**src/rtl/ram_alu_pkg.sv**
```systemverilog
// Shared definitions for the RAM_ALU front-end sequencer,
// the RAM_ALU datapath and their benches.
package ram_alu_pkg;

  localparam logic [1:0] OP_SQDIFF  = 2'd0;
  localparam logic [1:0] OP_MOD     = 2'd1;
  localparam logic [1:0] OP_DIV     = 2'd2;
  localparam logic [1:0] OP_MODDIFF = 2'd3;

  localparam logic [1:0] ADDR_X   = 2'd0;
  localparam logic [1:0] ADDR_Y   = 2'd1;
  localparam logic [1:0] ADDR_RES = 2'd2;

  localparam int RDCNT_W = 4;

  typedef enum logic [2:0] {
    S_IDLE = 3'd0,
    S_WR_X = 3'd1,
    S_WR_Y = 3'd2,
    S_RD   = 3'd3,
    S_DONE = 3'd4
  } seq_state_t;

endpackage

```
**src/rtl/ram_alu_seq_fsm.sv**
```systemverilog
// State register and read-wait counter of the RAM_ALU sequencer.
// Exposes next state so the top can register Moore outputs in step.
module ram_alu_seq_fsm
  import ram_alu_pkg::*;
#(
  parameter int RD_WAIT = 2
) (
  input  logic       clk,
  input  logic       rst,
  input  logic       accept,
  input  logic       err,
  input  logic       rsp_ready,
  output seq_state_t state,
  output seq_state_t nxt,
  output logic       rd_last
);

  logic [RDCNT_W-1:0] rd_cnt;

  assign rd_last = (state == S_RD) &&
                   (rd_cnt == RDCNT_W'(RD_WAIT - 1));

  // Next-state selection; an operand error skips the ALU entirely
  always_comb begin
    nxt = state;
    unique case (state)
      S_IDLE:  if (accept) nxt = err ? S_DONE : S_WR_X;
      S_WR_X:  nxt = S_WR_Y;
      S_WR_Y:  nxt = S_RD;
      S_RD:    if (rd_last) nxt = S_DONE;
      S_DONE:  if (rsp_ready) nxt = S_IDLE;
      default: nxt = S_IDLE;
    endcase
  end

  // State register and RD dwell counter, cleared outside RD
  always_ff @(posedge clk or posedge rst) begin
    if (rst) begin
      state  <= S_IDLE;
      rd_cnt <= '0;
    end else begin
      state <= nxt;
      if (state == S_RD && !rd_last)
        rd_cnt <= rd_cnt + RDCNT_W'(1);
      else
        rd_cnt <= '0;
    end
  end

endmodule

```
**src/rtl/ram_alu_sequencer.sv**
```systemverilog
// Front-end controller driving RAM_ALU: write X, write Y, read result.
// Optional operand check under macro RAM_ALU_SEQ_ERRCHK_EN.
module ram_alu_sequencer
  import ram_alu_pkg::*;
#(
  parameter int DW      = 16,
  parameter int RW      = 32,
  parameter int RD_WAIT = 2
) (
  input  logic          clk,
  input  logic          rst,
  input  logic          req_valid,
  output logic          req_ready,
  input  logic [1:0]    req_op,
  input  logic [DW-1:0] req_x,
  input  logic [DW-1:0] req_y,
  output logic          rsp_valid,
  input  logic          rsp_ready,
  output logic [RW-1:0] rsp_data,
  output logic          rsp_err,
  output logic          alu_e,
  output logic [1:0]    alu_op,
  output logic [1:0]    alu_addr,
  output logic [DW-1:0] alu_din,
  output logic          alu_w,
  output logic          alu_r,
  input  logic [RW-1:0] alu_dout,
  output logic [15:0]   jobs_done
);

  seq_state_t    state;
  seq_state_t    nxt;
  logic          rd_last;
  logic          accept;
  logic          chk_err;
  logic [DW-1:0] y_q;

  assign accept = req_valid & req_ready;

`ifdef RAM_ALU_SEQ_ERRCHK_EN
  assign chk_err =
    ((req_op == OP_MOD || req_op == OP_DIV) && req_y == '0) ||
    (req_op == OP_MODDIFF && req_x == req_y);
`else
  assign chk_err = 1'b0;
`endif

  ram_alu_seq_fsm #(
    .RD_WAIT(RD_WAIT)
  ) u_fsm (
    .clk      (clk),
    .rst      (rst),
    .accept   (accept),
    .err      (chk_err),
    .rsp_ready(rsp_ready),
    .state    (state),
    .nxt      (nxt),
    .rd_last  (rd_last)
  );

  // Moore outputs registered from next state; job latched on accept
  always_ff @(posedge clk or posedge rst) begin
    if (rst) begin
      req_ready <= 1'b1;
      rsp_valid <= 1'b0;
      rsp_data  <= '0;
      rsp_err   <= 1'b0;
      alu_e     <= 1'b0;
      alu_w     <= 1'b0;
      alu_r     <= 1'b0;
      alu_op    <= '0;
      alu_addr  <= ADDR_X;
      alu_din   <= '0;
      y_q       <= '0;
      jobs_done <= '0;
    end else begin
      req_ready <= (nxt == S_IDLE);
      rsp_valid <= (nxt == S_DONE);
      alu_e     <= nxt inside {S_WR_X, S_WR_Y, S_RD};
      alu_w     <= nxt inside {S_WR_X, S_WR_Y};
      alu_r     <= (nxt == S_RD);
      unique case (1'b1)
        nxt == S_WR_X: begin
          alu_addr <= ADDR_X;
          alu_din  <= req_x;
        end
        nxt == S_WR_Y: begin
          alu_addr <= ADDR_Y;
          alu_din  <= y_q;
        end
        nxt == S_RD: begin
          alu_addr <= ADDR_RES;
          alu_din  <= '0;
        end
        default: begin
          alu_addr <= ADDR_X;
          alu_din  <= '0;
        end
      endcase
      if (accept) begin
        alu_op  <= req_op;
        y_q     <= req_y;
        rsp_err <= chk_err;
        if (chk_err)
          rsp_data <= '0;
      end
      if (rd_last)
        rsp_data <= alu_dout;
      if (state == S_DONE && rsp_ready &&
          jobs_done != 16'hFFFF)
        jobs_done <= jobs_done + 16'd1;
    end
  end

endmodule

```
**config.mk**
```make
export PLATFORM = sky130hd
export DESIGN_NAME = ram_alu_sequencer
export DESIGN_NICKNAME = d
export VERILOG_FILES = /design/src/rtl/ram_alu_pkg.sv /design/src/rtl/ram_alu_seq_fsm.sv /design/src/rtl/ram_alu_sequencer.sv
export SDC_FILE = /design/constraint.sdc
export NUM_CORES = 1
export LEC_CHECK = 0
export ABC_AREA = 1
export BUFFER_PORTS_ARGS = -buffer_cell sky130_fd_sc_hd__buf_2
export CORE_MARGIN = 3
export CORE_UTILIZATION = 53
export DETAILED_ROUTE_END_ITERATION = 10
export MAX_ROUTING_LAYER = met4
export PLACE_DENSITY = 0.84
export SLEW_MARGIN = 20
export SYNTH_ARGS = -nofsm -noshare
export SYNTH_HDL_FRONTEND = slang
export SYNTH_SLANG_ARGS = --single-unit
export TNS_END_PERCENT = 50
```
**constraint.sdc**
```tcl
create_clock -name clk -period 6.53 [get_ports clk]
set_input_delay 1.959 -clock clk [delete_from_list [all_inputs] [get_ports clk]]
set_output_delay 1.959 -clock clk [all_outputs]
set_load 0.005 [all_outputs]
```
======== Yosys cells after proc, flatten, opt, wreduce, memory -nomap -nowiden ========
Index checks and enable logic that the tools add are counted.
storage, ports and cells
  bits in registers ....................... 96
  bits of input ports ..................... 70
  output and inout port bits .............. 74
  word-level logic and storage cells ...... 42
operators by class
  add/subtract/negate cells ............... 2
  equal/unequal tests ..................... 10
  muxes and demuxes ....................... 7
  bitwise operators ....................... 1
  reduce and logical (&&, ||, !) cells .... 9
operator list
  kind                     count
  $pmux W16 S2             1
  $add A16 B1 Y16 const B  1
  $ne A16 B16 Y1 const B   1
  $pmux W3 S5              1
  $eq A3 B2 Y1 const B     4
  $mux W3                  3
  $eq A3 B1 Y1 const B     2
  $eq A3 B3 Y1 const B     2
  $logic_not A3 Y1         2
  $add A4 B1 Y4 const B    1
  $eq A4 B1 Y1 const B     1
  $logic_and A1 B1 Y1      4
  $mux W4                  1
  $pmux W2 S2              1
  $reduce_bool A3 Y1       1
  $reduce_bool A2 Y1       1
  $and A1 B1 Y1            1
  $logic_not A1 Y1         1

======== Logic depth before layout (Yosys ltp) ========
  depth in word-level cells ............... 6
  gate-level depth with buffers ........... 9
  gate-level depth less buffers ........... 8

======== Cells and area by module ========
From an unflattened synthesis, not the netlist that was laid out.
unflattened totals
  cell total of the unflattened synthesis .. 436
  area, all modules ....................... 4144.0 um^2
modules (own cells, without submodules)
  module             instances  cells an instance  area an instance (um^2)  seq. area each (um^2)
  ram_alu_sequencer  1          392                3784.9                   2228.4
  ram_alu_seq_fsm    1          44                 359.1                    175.2

======== Least setup slack after synthesis ========
No wires, ideal clock.
  path kind ............................... input to register
  from .................................... in req_valid
  to ...................................... reg alu_op[0]
  setup time .............................. 0.125 ns
  arrival time ............................ 2.834 ns
  data required time ...................... 6.405 ns
  slack ................................... 3.571 ns
  stages .................................. 3
  path buffers ............................ 1
  cell sequence ........................... nand2_1 clkbuf_1 mux2_2
on the way
  longest elaborated chain between the ends .. 1
RTL lines
  element               RTL line                  text
  start, declared       ram_alu_sequencer.sv:12   input logic req_valid,
  $and A1 B1 Y1         ram_alu_sequencer.sv:38   assign accept = req_valid & req_ready;
  end signal, assigned  ram_alu_sequencer.sv:101  alu_op <= req_op;
  end, declared         ram_alu_sequencer.sv:22   output logic [1:0] alu_op,
Every way passes these cells.
A chain may end at the register's enable or synchronous reset.

======== Final worst setup path ========
  from .................................... in req_valid
  to ...................................... reg req_ready
on the way
  longest elaborated chain between the ends .. 4
RTL lines
  element               RTL line                 text
  $and A1 B1 Y1         ram_alu_sequencer.sv:38
  $mux W3               ram_alu_seq_fsm.sv:27    S_IDLE: if (accept) nxt = err ? S_DONE : S_WR_X;
  $pmux W3 S5           ram_alu_seq_fsm.sv:26    unique case (state)
  $logic_not A3 Y1      ram_alu_sequencer.sv:77  req_ready <= (nxt == S_IDLE);
  end signal, assigned  ram_alu_sequencer.sv:77
  end, declared         ram_alu_sequencer.sv:13  output logic req_ready,
Every way passes these cells.

==> results list <==
* Worst-Skew Late Latency: ~0.35 ns
- Clock-pin slew was measured on the worst setup and hold paths at 0.09 ns.
* Post-synthesis area per instance: 9.04 um2
* Number of distinct standard cells referenced by the synthesized netlist: 26
* Hold Path Origin: y_q[7]
- Number of I/O port buffers: 142
* Worst Hold End: alu_din[7]
- Routability congestion estimate from global placement: between 0.8 and 0.9
* Outcome: completed
- Setup violations remaining at the end of the flow were counted as 0.
- Hold repair after CTS inserted 0 buffers.
- Slowest cell delay on critical path: 0.68 ns
* Number of instances in the synthesized netlist: 446
* Longest Clk Path Bufs: 2
- VDD IR max: 188 uV
* Total placed cells including tap cells: just under 700
- Overall global routing resource usage: 0.213
* Setup repair after global routing missed its margin: no
- The tightest min-delay check is of the register to register type.
- After the flow finishes, the layout carries non-filler instances totaling 690.
* Cells on worst reg2reg path: 4
* DRC violation total after the first TritonRoute iteration: roughly 160
- Crit path buffers/inverters: 1
* CTS tree: done
- Sequential fraction of the synthesis area: 0.596
- The worst setup path is captured at a register.
- Number of ports placed on the die boundary: ~140
- The worst hold path passes through 2 cells.
- For the final routed database, the setup TNS stands at 0 ns.
- After floorplanning, the core was sized to cover 7330 um2.
- Asr flop ratio synth: 1.00
* Critical path required time: 6.80 ns
- The tool flagged a number of max-cap violations equal to 0.
* Count of TritonRoute iterations in the first routing pass: 4
- Clock sink count: 96
- Count of nets left with antenna violations after detail routing: 0
* Kind of cell adding the most delay to the critical path: simple AND/OR/NAND/NOR gates
- Setup crit start kind: primary input
* Depth of the CTS H-tree: 3
* Initial standard-cell utilization of the core: 0.550
- Total gr overflow: 0
- Cell mode on critical path: sky130_fd_sc_hd__nand2_1
- Entering global routing, the biggest net connects 68 pins.
- Dividing total power by cell area gives a power density of 366 nW/um2.
- Final period demand of the worst path: 3.48 ns
* Die width: 93.2 um
* Fraction of synthesized cell area taken by the top area cell type: 0.590
- Worst setup path category: primary input to register
- 0 antenna diodes ended up in the layout.
- Of all nets on the critical path, the largest fanout is 26.
- Routed Wire Length: 8.56 mm
- Setup slack on the worst flop-to-flop path: around 4.2 ns
- Area of the mapped netlist: 4030 um2
- Leakage: 2.81 nW
- Data on the critical path arrives at its endpoint at between 3 and 4 ns.
- Number of flops mapped to enable cells by yosys: 0
- The number of setup buffers added after CTS is 0.
- Initial antenna violation count: 0
- In the final routed layout, each cell accounts on average for around 12 um.
- Most common flop cell mapped by yosys: sky130_fd_sc_hd__dfrtp_1
- Remaining DRCs: 0
* Worst flop-to-flop path endpoint: alu_din[5]
- Top post-synthesis cells by area: sky130_fd_sc_hd__dfrtp_1 59%, sky130_fd_sc_hd__nand2_1 12%, sky130_fd_sc_hd__inv_1 6.6%, sky130_fd_sc_hd__o21ai_0 6.1%, sky130_fd_sc_hd__mux2_2 3.1%
* Syn_nets: 519
- Ordered cell list for the critical path: buf_2 > nand2_1 > nand2_1 > nand3_1 > nand2_1 > nor3_1
- After detailed placement, the total cell area comes to 4810 um2.
- RR Startpoint: req_ready
- The number of hold violations in the final report came to 0.
* Die height: ~93 um
* Via count of the first global-routing pass: 3138
* Detailed-route via count: 3232
* First-pass GRT wire length: 14.2 mm
- In this run the core area contains 31 standard-cell rows.
- Post-layout instance area: 5000 um2
- Yosys synthesis warning count: 0
* Final Cycle Share: 0.533
- Worst Tran Pin Value: approximately 0.95 ns
* Max-slew violation total from the final report: 0
* Layout overhead on the synthesized area: 24.2%
- Library cell used as clock root buffer: sky130_fd_sc_hd__clkbuf_8
* Fill cells: 609
* Die area: 8690 um2
* Dpl hpwl: 6.24 mm
- Area leader, netlist: sky130_fd_sc_hd__dfrtp_1
- Across the routed clock network, the largest skew measured is 0.00818 ns.
- Yosys instantiated no cell more often than sky130_fd_sc_hd__nand2_1.
- Number of nets in the final layout: 659
- Via density: 4.68
- Among all stages on the critical path, the largest delay is contributed by sky130_fd_sc_hd__nand2_1.
* Max_slew headroom: 0.368
- The number of gates resized after CTS was 0.
- Synth top cells by count: 124 x sky130_fd_sc_hd__nand2_1, 95 x sky130_fd_sc_hd__dfrtp_1, 71 x sky130_fd_sc_hd__inv_1, 49 x sky130_fd_sc_hd__o21ai_0, 32 x sky130_fd_sc_hd__nor2_1
- In this run, synthesis produced a sequential element count of 96.
- Proportion of layout cells with a drive suffix above 1: 0.299
- Static timing analysis puts the maximum clock frequency at 0.287 GHz.
- TritonCTS created 9 clock buffers.
-- how the worst max path moves through the flow --
stage                  endpoint  slack [ns]      start  cells after the start
floorplan           alu_addr[0]        2.07        rst                      1
global placement      req_ready        2.81  req_valid                      6
CTS                   req_ready        3.05  req_valid                      6
detailed placement    req_ready        2.68  req_valid                      6
global route          req_ready        2.88  req_valid                      6
finish                req_ready        3.05  req_valid                      6
-- routing by layer --
metal	global-route usage	routed length (um)
met1	0.255	3670
met2	0.359	4270
met3	0.0434	429
met4	0.0818	191
met5	-	0
-- worst min-delay path, cell delays in order, from the launching register on --
cell	delay, ns
sky130_fd_sc_hd__dfrtp_1	0.35
sky130_fd_sc_hd__nand2_1	0.05
sky130_fd_sc_hd__o21ai_0	0.06
-- through the flow --
step / total power [mW] / util / setup WS (ns) / hold slack, ns
2_1_floorplan: 1.21 / - / 2.07 / 0.448
3_3_place_gp: 1.44 / 0.656 / 2.81 / 0.460
3_5_place_dp: 1.48 / 0.656 / 2.68 / 0.464
4_1_cts: 1.85 / 0.682 / 3.05 / 0.484
5_1_grt: 1.98 / 0.683 / 2.88 / 0.503
6_report: 1.83 / 0.683 / 3.05 / 0.487
-- final cells by class --
cell class	instances	area, um2	area share
Sequential cell	96	2400	0.480
Multi-Input combinational cell	264	1300	0.260
Timing Repair Buffer	143	718	0.144
Inverter	72	273	0.0545
Clock buffer	11	131	0.0263
Tap cell	99	124	0.0248
Clock inverter	5	56.3	0.0113
-- cells in the final DEF, fill, tap and decap left out, types with 2 or more instances in the layout --
master and instances:
sky130_fd_sc_hd__dfrtp_1 95, sky130_fd_sc_hd__nand4_1 5, sky130_fd_sc_hd__ha_1 3, sky130_fd_sc_hd__nand3_1 9, sky130_fd_sc_hd__o21ai_0 49, sky130_fd_sc_hd__inv_1 70
sky130_fd_sc_hd__clkbuf_8 9, sky130_fd_sc_hd__buf_2 142, sky130_fd_sc_hd__nand2_2 2, sky130_fd_sc_hd__xor2_1 2, sky130_fd_sc_hd__nand2_1 124, sky130_fd_sc_hd__clkinv_2 2
sky130_fd_sc_hd__mux2_2 11, sky130_fd_sc_hd__clkbuf_1 2, sky130_fd_sc_hd__a21oi_1 7, sky130_fd_sc_hd__xnor2_1 7, sky130_fd_sc_hd__nor2_1 32, sky130_fd_sc_hd__o22ai_1 7
-- report_power, final --
group	internal, mW	switching [mW]	total [mW]	leakage (nW)
Clock	0.178	0.194	0.372	0.0937
Sequential	0.818	0.0985	0.916	1.18
Combinational	0.249	0.292	0.541	1.53
-- cell families (layout without fill, tap and decap cells) --
kind of cell | count (synthesis) | count (layout) | share of synthesized area
AND/OR/NAND/NOR | 176 | 176 | 0.174
flip-flops | 96 | 96 | 0.596
buffers and inverters | 86 | 231 | 0.0844
AO/OA/AOI/OAI | 64 | 64 | 0.0844
multiplexers | 11 | 11 | 0.0307
XOR/XNOR | 9 | 9 | 0.0196
adder cells (fa/ha/maj) | 3 | 3 | 0.00931
other | 1 | 1 | 0.000930
-- state kept, by name (all words and copies together), names as in the netlist --
name          cells
alu_addr          2
jobs_done        16
alu_din          16
rsp_valid         1
u_fsm.rd_cnt      4
u_fsm.state       3
req_ready         1
alu_op            2
alu_r             1
y_q              16
alu_e             1
rsp_data         32
alu_w             1
Power figures use the tool's default switching activity.
